--- src/rtl/cla_serial_adder_if.sv ---
// rtl/cla_serial_adder_if.sv - operand/result handshake bundle for cla_serial_adder
//
// Purpose: groups the operand stream (in_*), result stream (out_*) and busy
//          flag of the nibble-serial adder.
// Ports (signals):
//   in_valid, in_ready, in_a[WIDTH], in_b[WIDTH], in_cin  - operand handshake
//   out_valid, out_ready, out_sum[WIDTH], out_cout        - result handshake
//   busy                                                  - operation in flight
//   out_ovf                                               - signed overflow (CLA_SERIAL_OVF_EN)
// Modports: master = producer/consumer side, slave = adder side.
// Optional feature macro: CLA_SERIAL_OVF_EN.

interface cla_serial_adder_if #(
   parameter int WIDTH = 16
);
   logic             in_valid;
   logic             in_ready;
   logic [WIDTH-1:0] in_a;
   logic [WIDTH-1:0] in_b;
   logic             in_cin;
   logic             out_valid;
   logic             out_ready;
   logic [WIDTH-1:0] out_sum;
   logic             out_cout;
   logic             busy;
`ifdef CLA_SERIAL_OVF_EN
   logic             out_ovf;
`endif

   modport master (
`ifdef CLA_SERIAL_OVF_EN
      input  out_ovf,
`endif
      output in_valid, in_a, in_b, in_cin, out_ready,
      input  in_ready, out_valid, out_sum, out_cout, busy
   );

   modport slave (
`ifdef CLA_SERIAL_OVF_EN
      output out_ovf,
`endif
      input  in_valid, in_a, in_b, in_cin, out_ready,
      output in_ready, out_valid, out_sum, out_cout, busy
   );
endinterface

--- src/rtl/cla_serial_adder.sv ---
// rtl/cla_serial_adder.sv - nibble-serial WIDTH-bit adder around one 4-bit CLA slice
//
// Purpose: accepts two WIDTH-bit operands plus carry-in, adds them one nibble
//          per cycle (LSB nibble first) through a single combinational 4-bit
//          carry-lookahead slice with a registered inter-nibble carry, and
//          presents the full-width sum and carry-out with a valid/ready handshake.
// Ports:
//   clk  - clock, rising edge
//   rst  - synchronous active-high reset
//   bus  - cla_serial_adder_if.slave (in_* operand stream, out_* result stream, busy,
//          out_ovf when CLA_SERIAL_OVF_EN is defined)
// Optional feature macro: CLA_SERIAL_OVF_EN (signed overflow flag out_ovf).
// Modules: cla_serial_adder_slice (4-bit CLA), cla_serial_adder (top).

module cla_serial_adder_slice (
   input  logic [3:0] a,
   input  logic [3:0] b,
   input  logic       c_in,
   output logic [3:0] sum,
   output logic       c_out
);
   logic [3:0] g;
   logic [3:0] p;
   logic [4:0] c;

   assign g = a & b;
   assign p = a ^ b;

   // Every carry is expanded directly from g/p and c_in, so no carry ripples
   // through the slice.
   assign c[0] = c_in;
   assign c[1] = g[0] | (p[0] & c_in);
   assign c[2] = g[1] | (p[1] & g[0]) | (p[1] & p[0] & c_in);
   assign c[3] = g[2] | (p[2] & g[1]) | (p[2] & p[1] & g[0])
               | (p[2] & p[1] & p[0] & c_in);
   assign c[4] = g[3] | (p[3] & g[2]) | (p[3] & p[2] & g[1])
               | (p[3] & p[2] & p[1] & g[0])
               | (p[3] & p[2] & p[1] & p[0] & c_in);

   assign sum   = p ^ c[3:0];
   assign c_out = c[4];
endmodule

module cla_serial_adder #(
   parameter int WIDTH = 16
) (
   input  logic                 clk,
   input  logic                 rst,
   cla_serial_adder_if.slave    bus
);
   localparam int N     = WIDTH / 4;
   localparam int IDX_W = (N > 1) ? $clog2(N) : 1;
   localparam logic [IDX_W-1:0] LAST_IDX = IDX_W'(N - 1);

   typedef enum logic [1:0] {
      IDLE = 2'd0,
      CALC = 2'd1,
      DONE = 2'd2
   } state_t;

   state_t state_q;
   state_t state_d;

   logic [WIDTH-1:0] a_q;
   logic [WIDTH-1:0] b_q;
   logic             carry_q;
   logic [IDX_W-1:0] idx;
   logic [WIDTH-1:0] sum_q;
   logic             cout_q;

   logic [3:0]       slice_a;
   logic [3:0]       slice_b;
   logic [3:0]       slice_sum;
   logic             slice_cout;
   logic             last_nibble;

   // Nibble base is idx*4; the {idx,2'b00} form keeps the select index free of
   // a multiplier.
   assign slice_a     = a_q[{idx, 2'b00} +: 4];
   assign slice_b     = b_q[{idx, 2'b00} +: 4];
   assign last_nibble = (idx == LAST_IDX);

   cla_serial_adder_slice u_slice (
      .a     (slice_a),
      .b     (slice_b),
      .c_in  (carry_q),
      .sum   (slice_sum),
      .c_out (slice_cout)
   );

   always_ff @(posedge clk) begin
      if (rst) begin
         state_q <= IDLE;
      end else begin
         state_q <= state_d;
      end
   end

   always_comb begin
      state_d = state_q;
      case (state_q)
         IDLE:    if (bus.in_valid) state_d = CALC;
         CALC:    if (last_nibble)  state_d = DONE;
         DONE:    if (bus.out_ready) state_d = IDLE;
         default: state_d = IDLE;
      endcase
   end

   always_ff @(posedge clk) begin
      if (rst) begin
         a_q     <= '0;
         b_q     <= '0;
         carry_q <= 1'b0;
         idx     <= '0;
         sum_q   <= '0;
         cout_q  <= 1'b0;
      end else begin
         case (state_q)
            IDLE: begin
               if (bus.in_valid) begin
                  a_q     <= bus.in_a;
                  b_q     <= bus.in_b;
                  carry_q <= bus.in_cin;
                  idx     <= '0;
               end
            end
            CALC: begin
               sum_q[{idx, 2'b00} +: 4] <= slice_sum;
               carry_q                  <= slice_cout;
               if (last_nibble) begin
                  cout_q <= slice_cout;
               end else begin
                  idx <= idx + 1'b1;
               end
            end
            default: ;
         endcase
      end
   end

`ifdef CLA_SERIAL_OVF_EN
   logic ovf_q;

   // Signed overflow: operands share a sign and the result's MSB (bit 3 of the
   // final nibble) differs from it.
   always_ff @(posedge clk) begin
      if (rst) begin
         ovf_q <= 1'b0;
      end else if (state_q == CALC && last_nibble) begin
         ovf_q <= (a_q[WIDTH-1] == b_q[WIDTH-1]) && (slice_sum[3] != a_q[WIDTH-1]);
      end
   end

   assign bus.out_ovf = ovf_q;
`endif

   // All outputs come from registers or a state decode only.
   assign bus.in_ready  = (state_q == IDLE);
   assign bus.out_valid = (state_q == DONE);
   assign bus.busy      = (state_q != IDLE);
   assign bus.out_sum   = sum_q;
   assign bus.out_cout  = cout_q;
endmodule

--- src/flat_wrapper.sv ---
// flat-port wrapper written by rule: the top's interface ports become plain ports
module cla_serial_adder_flat 
#(
   parameter int WIDTH = 16
)
  (clk, rst, bus_in_valid, bus_in_a, bus_in_b, bus_in_cin, bus_out_ready, bus_in_ready, bus_out_valid, bus_out_sum, bus_out_cout, bus_busy);
  cla_serial_adder_if #(.WIDTH(WIDTH)) bus_i ();
  input  logic clk;
  input  logic rst;
  input wire logic [$bits(bus_i.in_valid)-1:0] bus_in_valid;
  input wire logic [$bits(bus_i.in_a)-1:0] bus_in_a;
  input wire logic [$bits(bus_i.in_b)-1:0] bus_in_b;
  input wire logic [$bits(bus_i.in_cin)-1:0] bus_in_cin;
  input wire logic [$bits(bus_i.out_ready)-1:0] bus_out_ready;
  output wire logic [$bits(bus_i.in_ready)-1:0] bus_in_ready;
  output wire logic [$bits(bus_i.out_valid)-1:0] bus_out_valid;
  output wire logic [$bits(bus_i.out_sum)-1:0] bus_out_sum;
  output wire logic [$bits(bus_i.out_cout)-1:0] bus_out_cout;
  output wire logic [$bits(bus_i.busy)-1:0] bus_busy;
  assign bus_i.in_valid = bus_in_valid;
  assign bus_i.in_a = bus_in_a;
  assign bus_i.in_b = bus_in_b;
  assign bus_i.in_cin = bus_in_cin;
  assign bus_i.out_ready = bus_out_ready;
  assign bus_in_ready = bus_i.in_ready;
  assign bus_out_valid = bus_i.out_valid;
  assign bus_out_sum = bus_i.out_sum;
  assign bus_out_cout = bus_i.out_cout;
  assign bus_busy = bus_i.busy;
  cla_serial_adder #(.WIDTH(WIDTH)) u_core (.clk(clk), .rst(rst), .bus(bus_i));
endmodule
--- config.mk ---
export PLATFORM = sky130hd
export DESIGN_NAME = cla_serial_adder_flat
export DESIGN_NICKNAME = d
export VERILOG_FILES = /design/src/rtl/cla_serial_adder_if.sv /design/src/rtl/cla_serial_adder.sv /design/src/flat_wrapper.sv
export SDC_FILE = /design/constraint.sdc
export NUM_CORES = 1
export LEC_CHECK = 0
export ABC_AREA = 0
export ABC_CLOCK_PERIOD_IN_PS = 2900
export CAP_MARGIN = 20
export CORE_AREA = 2 2 74 76
export DETAILED_ROUTE_END_ITERATION = 16
export DIE_AREA = 0 0 76 78
export PLACE_DENSITY = 0.78
export SLEW_MARGIN = 20
export SYNTH_ARGS = -nofsm -noshare
export SYNTH_HDL_FRONTEND = slang
export SYNTH_SLANG_ARGS = --single-unit
export TNS_END_PERCENT = 10
--- constraint.sdc ---
create_clock -name clk -period 2.9 [get_ports clk]
set_input_delay 0.58 -clock clk [delete_from_list [all_inputs] [get_ports clk]]
set_output_delay 0.58 -clock clk [all_outputs]
set_load 0.01 [all_outputs]
After elaboration in Yosys (flattened, before gate mapping)
Index checks and enable logic that the tools add are counted.
- output and inout bits: 20
- word-level logic and storage cells: 67
- input port bits: 37
- register bits: 54
- multiplexer cells: 10
- equal/unequal tests: 7
- bitwise operators: 29
- shift operators: 4
- $add $sub $neg: 2
- reductions and logical operators: 8
- operators with widths (cell ; count):
    16-bit by 5-bit indexed part select with 4-bit output ; 2
    1-bit AND ; 16
    16-bit bitwise mux ; 1
    4-bit by 6-bit variable shift with 16-bit output, first input constant ; 1
    4-bit by 6-bit indexed part select with 16-bit output ; 1
    2-bit 2-to-1 mux ; 5
    1-bit bitwise OR ; 10
    4-bit XOR ; 2
    2-bit != test, second input constant ; 3
    4-bit negator with 6-bit output ; 1
    2-bit case mux with 3 select lines ; 1
    2-bit AND reduction ; 3
    3-bit AND reduction ; 2
    4-bit AND ; 1
    2-bit == test, second input constant ; 2
    2-bit case mux with 2 select lines ; 1
    2-bit nonzero test ; 2
    2-bit by 1-bit adder with 2-bit output, second input constant ; 1
    2-bit by 1-bit == test with 1-bit output, second input constant ; 1
    2-bit logical NOT ; 1
    2-bit by 1-bit != test with 1-bit output, second input constant ; 1
    1-bit case mux with 2 select lines ; 1
    1-bit 2-to-1 mux ; 1

Longest topological paths before layout
Gate-level depths: netlist of the first run.
- depth in word-level cells: 9
- gate-level depth with buffers: 7
- depth with buffers taken out: 6

Cells and area by module
From an unflattened synthesis of the first run, not the netlist that was laid out.
- cells, all modules: 261
- area, all modules: 2454.9 sq um
- by module, submodules not included (module ; seq. area each (sq um) ; instances ; area each (sq um) ; cells an instance):
    cla_serial_adder ; 1081.0 ; 1 ; 2307.2 ; 244
    cla_serial_adder_slice ; 0.0 ; 1 ; 147.6 ; 17

Least setup slack after synthesis of the first run
OpenSTA, ideal clock, no wires.
- kind: register to register
- start point: reg u_core.idx[0]
- end point: reg u_core.sum_q[10] (netlist: u_core.bus.out_sum[10])
- data required time: 2.772 ns
- cell stages (with the launch flop): 8
- path slack: 0.451 ns
- library setup time: 0.128 ns
- data arrival time: 2.321 ns
- period minus slack after synthesis: 2.449 ns
- buffers on the path: 1
- cell sequence: dfxtp_1 > buf_6 > mux4_1 > ha_1 > a211o_1 > a21o_1 > a32oi_1 > nor2_1
- longest elaborated chain between the ends: 9
- elaborated cells on any way between the ends: 24
- those cells by class: 1 x add/sub; 4 x shift; 1 x mux; 18 x bitwise
- RTL lines (what ; RTL line ; source):
    start: declaration ; cla_serial_adder.sv:67 ; logic [IDX_W-1:0] idx;
    start signal: assignment ; cla_serial_adder.sv:133 ; idx <= idx + 1'b1;
    16-bit by 5-bit indexed part select with 4-bit output (on tied branches) ; cla_serial_adder.sv:79, cla_serial_adder.sv:80 ;
    4-bit XOR / 4-bit AND (equally long branches) ; cla_serial_adder.sv:27, cla_serial_adder.sv:26 ;
    1-bit AND (on tied branches) ; cla_serial_adder.sv:34, cla_serial_adder.sv:35 ;
    1-bit bitwise OR, or another cell as far along ; cla_serial_adder.sv:34 ; assign c[3] = g[2] | (p[2] & g[1]) | (p[2] & p[1] & g[0])
    1-bit bitwise OR / 1-bit AND (equally long branches) ; cla_serial_adder.sv:34, cla_serial_adder.sv:35 ;
    1-bit bitwise OR ; cla_serial_adder.sv:35 ; | (p[2] & p[1] & p[0] & c_in);
    4-bit XOR ; cla_serial_adder.sv:40 ; assign sum = p ^ c[3:0];
    4-bit by 6-bit indexed part select with 16-bit output ; cla_serial_adder.sv:128 ; sum_q[{idx, 2'b00} +: 4] <= slice_sum;
    16-bit bitwise mux * ; cla_serial_adder.sv:128 ;
    end signal: indexed assignment ; cla_serial_adder.sv:128 ;
    end: declaration ; cla_serial_adder.sv:68 ; logic [WIDTH-1:0] sum_q;
Mark *: on every way between the ends. The rest lies on a longest branch, timed or not.
A chain may end at the register's enable or synchronous reset.

Worst setup path after layout of the first run
- start point: reg u_core.idx[0]
- end point: reg u_core.sum_q[6] (netlist: u_core.bus.out_sum[6])
The elaborated chain is that of the path after synthesis.

==> flow_summary_export.csv, run 1 <==
group,metric,value,unit
final_layout,fill_cells,437,
floorplanning,die_h,78,um
worst_setup_path,path_cells,"mux4_1 > ha_1 > a211o_1 > a21o_1 > a32oi_1 > nor2_1",
clock_tree,cts_tree,"done",
logic_synthesis,netlist_instances,270,
grt,grtUsageMet1,0.2197,
sta,max_freq,390.3,MHz
grt,grt_usage,0.1884,
final_layout,nNetsFinal,371,
floorplanning,core.rowCount,26,
sta,slew_headroom,0.5940,
route,route.vias.total,2082,
grt,antenna_found_initial,0,
logic_synthesis,yosys.area_share.adder,0.06306,
final_layout,syn_to_final_growth,26.93,%
power,p_leak,1.213,nW
logic_synthesis,ys_ff_latch,54,
worst_setup_path,cp-start-kind,"flop",
route,drtPass1Iterations,4,
logic_synthesis,seq_area_frac_synth,0.4324,
sta,setup_violations,0,
worst_setup_path,end_kind,"flop",
clock_tree,worstSkewPairLatency,310,ps
route,route.detailed.drc,0,
logic_synthesis,synth_warnings,0,
clock_tree,post_cts_resized,0,
placed_design,hpwl,3981,um
grt,first_global_vias,2028,
worst_setup_path,worst-setup-path-type,"flop to flop",
logic_synthesis,synth.avg_cell_area,9.259,um^2
route,wl_per_cell,13.39,um
route,wl,5250,um
final_layout,final_area,3173,um^2
clock_tree,hold_buffers,0,
grt,globalRouteMet2Util,0.3393,
placed_design,io_buffers,56,
logic_synthesis,synth-compound-area-share,0.1491,
job,maxCapViolCount,0,
logic_synthesis,syn-cell-area,2500,um^2
route,viasPerCell,5.311,
worst_setup_path,reg2reg_from,"u_core.idx[0]$_SDFFE_PP0P_",
logic_synthesis,synth-xor-area-share,0.007007,
worst_setup_path,crit_arrival,2740,ps
clock_tree,cts_setup_buffers,0,
sta,whs,455.7,ps
grt,grt_max_degree,33,
logic_synthesis,muxShareOfSynthArea,0.08258,
sta,finalSetupTns,0,ps
power,powerDensity,457.9,nW/um^2
sta,min_period,2562,ps
clock_tree,htreeDepth,2,
logic_synthesis,synthSimpleGateAreaFrac,0.2222,
min_path,hp-start,"u_core.b_q[13]$_SDFFE_PP0P_",
sta,tightest_slew,607.5,ps
logic_synthesis,syn-num-nets,319,
placed_design,gp_congestion,0.8124,
clock_tree,ctsLongestPathBuffers,2,
floorplanning,io_pins,57,
clock_tree,cts_root_buf,"clkbuf_8",
worst_setup_path,cp_max_fo,8,
sta,fin_skew,8.858,ps
grt,grt-busiest-layer,"met2",
clock_tree,cts.clk_slew.worst_paths,90,ps
floorplanning,die_w,76,um
sta,final.period_utilization,0.8836,
run_status,status,"finished, final reports clean",
worst_setup_path,cp.required,3080,ps
floorplanning,dieArea,5928,um^2
final_layout,antenna_cells,0,
worst_setup_path,crit_slowest_cell,"mux4_1",
floorplanning,start_util,0.4958,
sta,rsz0062_at_grt,"no",
logic_synthesis,yosysUniqueCellTypes,41,
grt,grt_pass1_wl,9018,um
grt,gr-usage-met3,0.04767,
floorplanning,coreArea,5042,um^2
route,drtIter0Drc,96,
sta,slew_viol_final,0,
clock_tree,cts_buffers,5,
min_path,hp-class,"flop to flop",
worst_setup_path,critPathLaunch,"u_core.idx[0]$_SDFFE_PP0P_",
sta,hold_viol,0,
power,peakVddDrop,0.3004,mV
final_layout,drive_above_1_share,0.07453,
grt,overflow,0,
route,ant_nets,0,
placed_design,dpl_cell_area,3094,um^2
worst_setup_path,critPathMaxStageDelay,690,ps
clock_tree,cts_sinks,54,
logic_synthesis,synth_top_family_by_area,"simple AND/OR/NAND/NOR gates",
cells by family (layout without fill, tap and decap cells):
family,count (synthesis),count (layout)
adder cells (fa/ha/maj),12,12
XOR/XNOR,2,2
multiplexers,8,8
AO/OA/AOI/OAI,60,60
buffers and inverters,22,74
AND/OR/NAND/NOR,112,112
flip-flops,54,54
layout by cell type (no fill, tap or decap), types with 2 or more instances in the layout:
cell and n:
a22oi_1 10, dfxtp_1 54, mux4_1 7, buf_4 5, a32oi_1 4, a21oi_1 36
o31ai_1 2, ha_1 11, inv_1 6, a211oi_1 2, nor2_1 20, clkdlybuf4s50_1 55
nand2_1 71, clkbuf_8 5, clkinv_2 2, nand3b_1 6, o31ai_2 2
path summary, 6_finish.rpt:
path	end	slack, ps	depth (start not counted)
worst max-delay path	u_core.bus.out_sum[6]$_SDFFE_PP0P_	340	6
worst min-delay path	u_core.b_q[13]$_SDFFE_PP0P_	460	2
worst max register to register	u_core.bus.out_sum[6]$_SDFFE_PP0P_	340	6
worst min register to register	u_core.b_q[13]$_SDFFE_PP0P_	460	2
sequential cells by signal (all words and copies together) (netlist names):
name,flops
u_core.a_q,16
u_core.b_q,16
u_core.bus.out_cout,1
u_core.bus.out_sum,16
u_core.carry_q,1
u_core.idx,2
u_core.state_q,2
metal layers:
metal | up-vias | wire length, um | part of all wire
met5 | - | 0 | 0
met4 | 0 | 71 | 0.014
met3 | 8 | 188 | 0.036
met2 | 43 | 2633 | 0.50
met1 | 993 | 2357 | 0.45
li1 | 1038 | - | -
worst max-delay path, delay by kind of cell, from the launching register on:
kind / cells / cell delay, ps
compound gates: 3 / 770
flops: 1 / 580
simple gates: 1 / 60
fa+ha+maj: 1 / 350
mux: 1 / 690
through the flow:
| step | worst slack (ps) | utilization | power (mW) | std cells |
|---|---|---|---|---|
| 5_1_grt | 167.3 | 0.6293 | 1.522 | 392 |
| 4_1_cts | 344.3 | 0.6293 | 1.463 | 392 |
| 6_report | 337.6 | 0.6293 | 1.453 | 392 |
| 3_3_place_gp | 446.4 | 0.6136 | 1.067 | 385 |
| 2_1_floorplan | 451.2 | - | 0.9745 | 270 |
| 3_5_place_dp | 383.9 | 0.6136 | 1.074 | 385 |
final cells by class:
| type | count | area [um^2] | share of cell area |
|---|---|---|---|
| multi-input combinational | 194 | 1310 | 0.4129 |
| sequential | 54 | 1081 | 0.3407 |
| timing repair buffer | 61 | 593.1 | 0.1869 |
| tap | 70 | 87.58 | 0.02760 |
| clock buffer | 5 | 68.82 | 0.02169 |
| inverter | 6 | 22.52 | 0.007098 |
| clock inverter | 2 | 10.01 | 0.003155 |
power by group:
part	switching, mW	total [mW]	internal (mW)	leakage, nW
Clock	0.234	0.396	0.163	0.0438
Sequential	0.0270	0.802	0.775	0.441
Combinational	0.126	0.254	0.128	0.729
synthesized netlist by cell type (all sizes together):
master / count / area share
nand2: 72 / 0.11
mux4: 8 / 0.083
nor2: 20 / 0.030
and2b: 1 / 0.0030
nand3: 1 / 0.0020
a211oi: 2 / 0.0060
nor4b: 1 / 0.0095
a32oi: 4 / 0.014
fa: 1 / 0.0080
xnor2: 1 / 0.0035
a211o: 1 / 0.0035
nand4bb: 1 / 0.011
nand3b: 7 / 0.026
nand2b: 1 / 0.0025
ha: 11 / 0.055
dfxtp: 54 / 0.43
nor3b: 3 / 0.016
nor2b: 1 / 0.0025
xor2: 1 / 0.0035
a22oi: 10 / 0.030
or2: 2 / 0.0050
a21oi: 36 / 0.072
inv: 6 / 0.0090
o22ai: 1 / 0.0025
a21o: 1 / 0.0030
nor3: 2 / 0.0060
clkbuf: 6 / 0.0090
o31ai: 4 / 0.016
buf: 10 / 0.026
o21ai: 1 / 0.0020
(Power assumes the default switching activity.)
==> inputs of run 2 (changes only) <==
Settings changed: ABC_CLOCK_PERIOD_IN_PS 2900 to unset, CORE_AREA 2 2 74 76 to 2 2 88 90, DIE_AREA 0 0 76 78 to 0 0 90 92, PLACE_DENSITY 0.78 to unset.
Clock period 2.9 ns to 2.1 ns, I/O delays scaled along.
==> run 2 against run 1 <==
Against the previous run: the flow now finishes with violations (negative setup slack); wire length rose by 8.4%; clock skew shrank 0.62 ps; register-to-register slack worse by 430 ps; clock power is 64% higher; combinational power grew 72%; first-iteration DRC count decreased by 2.1%; worst hold slack improved by 2.0 ps; largest power group unchanged; cell count increased by 12%; global-route usage fell by 5.0 points; highest routed layer unchanged.
==> flow_summary_export.csv, run 2 (synthesis gave the netlist of run 1 again) <==
group,metric,value,unit
route,route.detailed.drc,0,
sta,fin_ws,-90.37,ps
grt,grt_max_degree,34,
power,powerDensity,634.4,nW/um^2
min_path,hp-class,"flop to flop",
power,power.total,2.189,mW
clock_tree,cts_sinks,54,
power,peakVddDrop,0.2605,mV
sta,finalSetupTns,-388.7,ps
worst_setup_path,reg2reg_from,"u_core.idx[0]$_SDFFE_PP0P_",
final_layout,syn_to_final_growth,37.99,%
power,p_leak,1.288,nW
sta,fin_skew,8.240,ps
route,drtPass1Iterations,5,
worst_setup_path,crit_slowest_cell,"mux4_2",
job,maxCapViolCount,0,
run_status,status,"finished, violations left",
grt,grt_usage,0.1384,
route,drtIter0Drc,94,
placed_design,hpwl,4249,um
floorplanning,core.rowCount,32,
sta,setup_violations,8,
worst_setup_path,cp.required,2310,ps
route,wl_per_cell,12.93,um
sta,rsz0062_at_grt,"yes",
worst_setup_path,path_cells,"buf_6 > mux4_2 > ha_4 > a211o_1 > a21o_1 > a32oi_1 > nor2_1",
worst_setup_path,cp_max_fo,6,
grt,antenna_found_initial,0,
worst_setup_path,cp-start-kind,"flop",
sta,hold_viol,0,
worst_setup_path,end_kind,"flop",
grt,overflow,0,
sta,min_period,2190,ps
clock_tree,cts_root_buf,"clkbuf_8",
sta,tightest_slew,537.9,ps
clock_tree,htreeDepth,2,
placed_design,dpl.cell_count,427,
floorplanning,start_util,0.3357,
clock_tree,cts.clk_slew.worst_paths,100,ps
final_layout,drive_above_1_share,0.1627,
clock_tree,cts_tree,"done",
clock_tree,worstSkewPairLatency,310,ps
floorplanning,coreArea,7447,um^2
worst_setup_path,worstSetupEndpoint,"u_core.bus.out_sum[10]$_SDFFE_PP0P_",
route,wl,5691,um
grt,first_global_vias,2001,
final_layout,antenna_cells,0,
worst_setup_path,reg2reg_slack,-90,ps
floorplanning,die_h,92,um
sta,slew_viol_final,0,
worst_setup_path,crit_arrival,2400,ps
final_layout,fin_cells,440,
worst_setup_path,worst-setup-path-type,"flop to flop",
final_layout,finalCoreUtilization,0.4632,
floorplanning,io_pins,57,
clock_tree,hold_buffers,0,
route,viasPerCell,4.727,
placed_design,io_buffers,56,
worst_setup_path,r2r_cells,7,
worst_setup_path,reg2reg_to,"u_core.bus.out_sum[10]$_SDFFE_PP0P_",
worst_setup_path,critPathMaxStageDelay,560,ps
route,route.vias.total,2080,
run_status,violations,"negative setup slack",
clock_tree,ctsLongestPathBuffers,2,
sta,slew_headroom,0.6414,
route,ant_nets,0,
floorplanning,dieArea,8280,um^2
final_layout,mostFrequentLayoutCells,"nand2_1, clkdlybuf4s50_1, dfxtp_1, a21oi_1, nor2_1",
clock_tree,cts_buffers,5,
final_layout,nNetsFinal,386,
final_layout,final_common_cell,"nand2_1",
worst_setup_path,critPathLaunch,"u_core.idx[0]$_SDFFE_PP0P_",
placed_design,gp_congestion,0.7460,
floorplanning,die_w,90,um
grt,grt_pass1_wl,9425,um
sta,max_freq,456.5,MHz
sta,final.period_utilization,1.043,
run 2: cell types whose count changed in the layout (fill, tap and decap cells not counted), sizes merged:
cell    previous run  this run
buf                6        21
clkinv             2         1
clkbuf             5         7
run 2: metal layers:
metal | vias up | GRT usage | routed length [um]
met4 | 0 | 0.03846 | 43
met5 | - | 0 | 0
met3 | 5 | 0.02958 | 251
met1 | 965 | 0.1881 | 2752
met2 | 50 | 0.2237 | 2644
li1 | 1060 | - | -
run 2: area by class of cell:
class | instances | area (um^2)
multi-input combinational | 194 | 1361
inverter | 6 | 22.52
fill | 754 | 3998
timing repair buffer | 76 | 747.0
tap | 102 | 127.6
clock inverter | 1 | 8.758
sequential | 54 | 1086
clock buffer | 7 | 96.34
run 2: timing repair:
item / 4_1_cts / 5_1_grt
gates cloned: 0 / 0
endpoints found under the setup margin: 14 / 15
gates resized for setup: 8 / 1
endpoints found under the hold margin: 0 / 0
pin swaps: 8 / 8
buffers inserted: 4 / 1
run 2: worst min path at each step:
stage / depth (start not counted) / to / from / slack [ps]
floorplan: 2 / u_core.a_q[4]$_SDFFE_PP0P_ / u_core.a_q[4]$_SDFFE_PP0P_ / 430
global placement: 2 / u_core.a_q[11]$_SDFFE_PP0P_ / u_core.a_q[11]$_SDFFE_PP0P_ / 440
detailed placement: 2 / u_core.a_q[11]$_SDFFE_PP0P_ / u_core.a_q[11]$_SDFFE_PP0P_ / 450
CTS: 2 / u_core.a_q[11]$_SDFFE_PP0P_ / u_core.a_q[11]$_SDFFE_PP0P_ / 460
global route: 2 / u_core.a_q[7]$_SDFFE_PP0P_ / u_core.a_q[7]$_SDFFE_PP0P_ / 490
finish: 2 / u_core.a_q[11]$_SDFFE_PP0P_ / u_core.a_q[11]$_SDFFE_PP0P_ / 460
run 2: metrics by stage:
| stage | instance area, um^2 | setup WS [ps] | hold WS (ps) |
|---|---|---|---|
| 2_1_floorplan | 2539 | -58.22 | 431.5 |
| 3_3_place_gp | 3281 | -90.53 | 438.8 |
| 3_5_place_dp | 3281 | -129.2 | 446.6 |
| 4_1_cts | 3441 | -81.19 | 460.6 |
| 5_1_grt | 3450 | -190.6 | 485.3 |
| 6_report | 3450 | -90.37 | 457.8 |
run 2: where the power goes:
| part | switching [mW] | leakage, nW | internal [mW] |
|---|---|---|---|
| Combinational | 0.203 | 0.791 | 0.235 |
| Clock | 0.345 | 0.0544 | 0.303 |
| Sequential | 0.0316 | 0.442 | 1.07 |
| Total | 0.580 | 1.29 | 1.61 |
run 2: critical path: cells and delay by family (launching register included):
kind | cells | cell delay [ps]
AOI/OAI and AO/OA | 3 | 720
adders and majority gates | 1 | 240
buffers and inverters | 1 | 110
and+or+nand+nor | 1 | 60
muxes | 1 | 560
DFF | 1 | 390
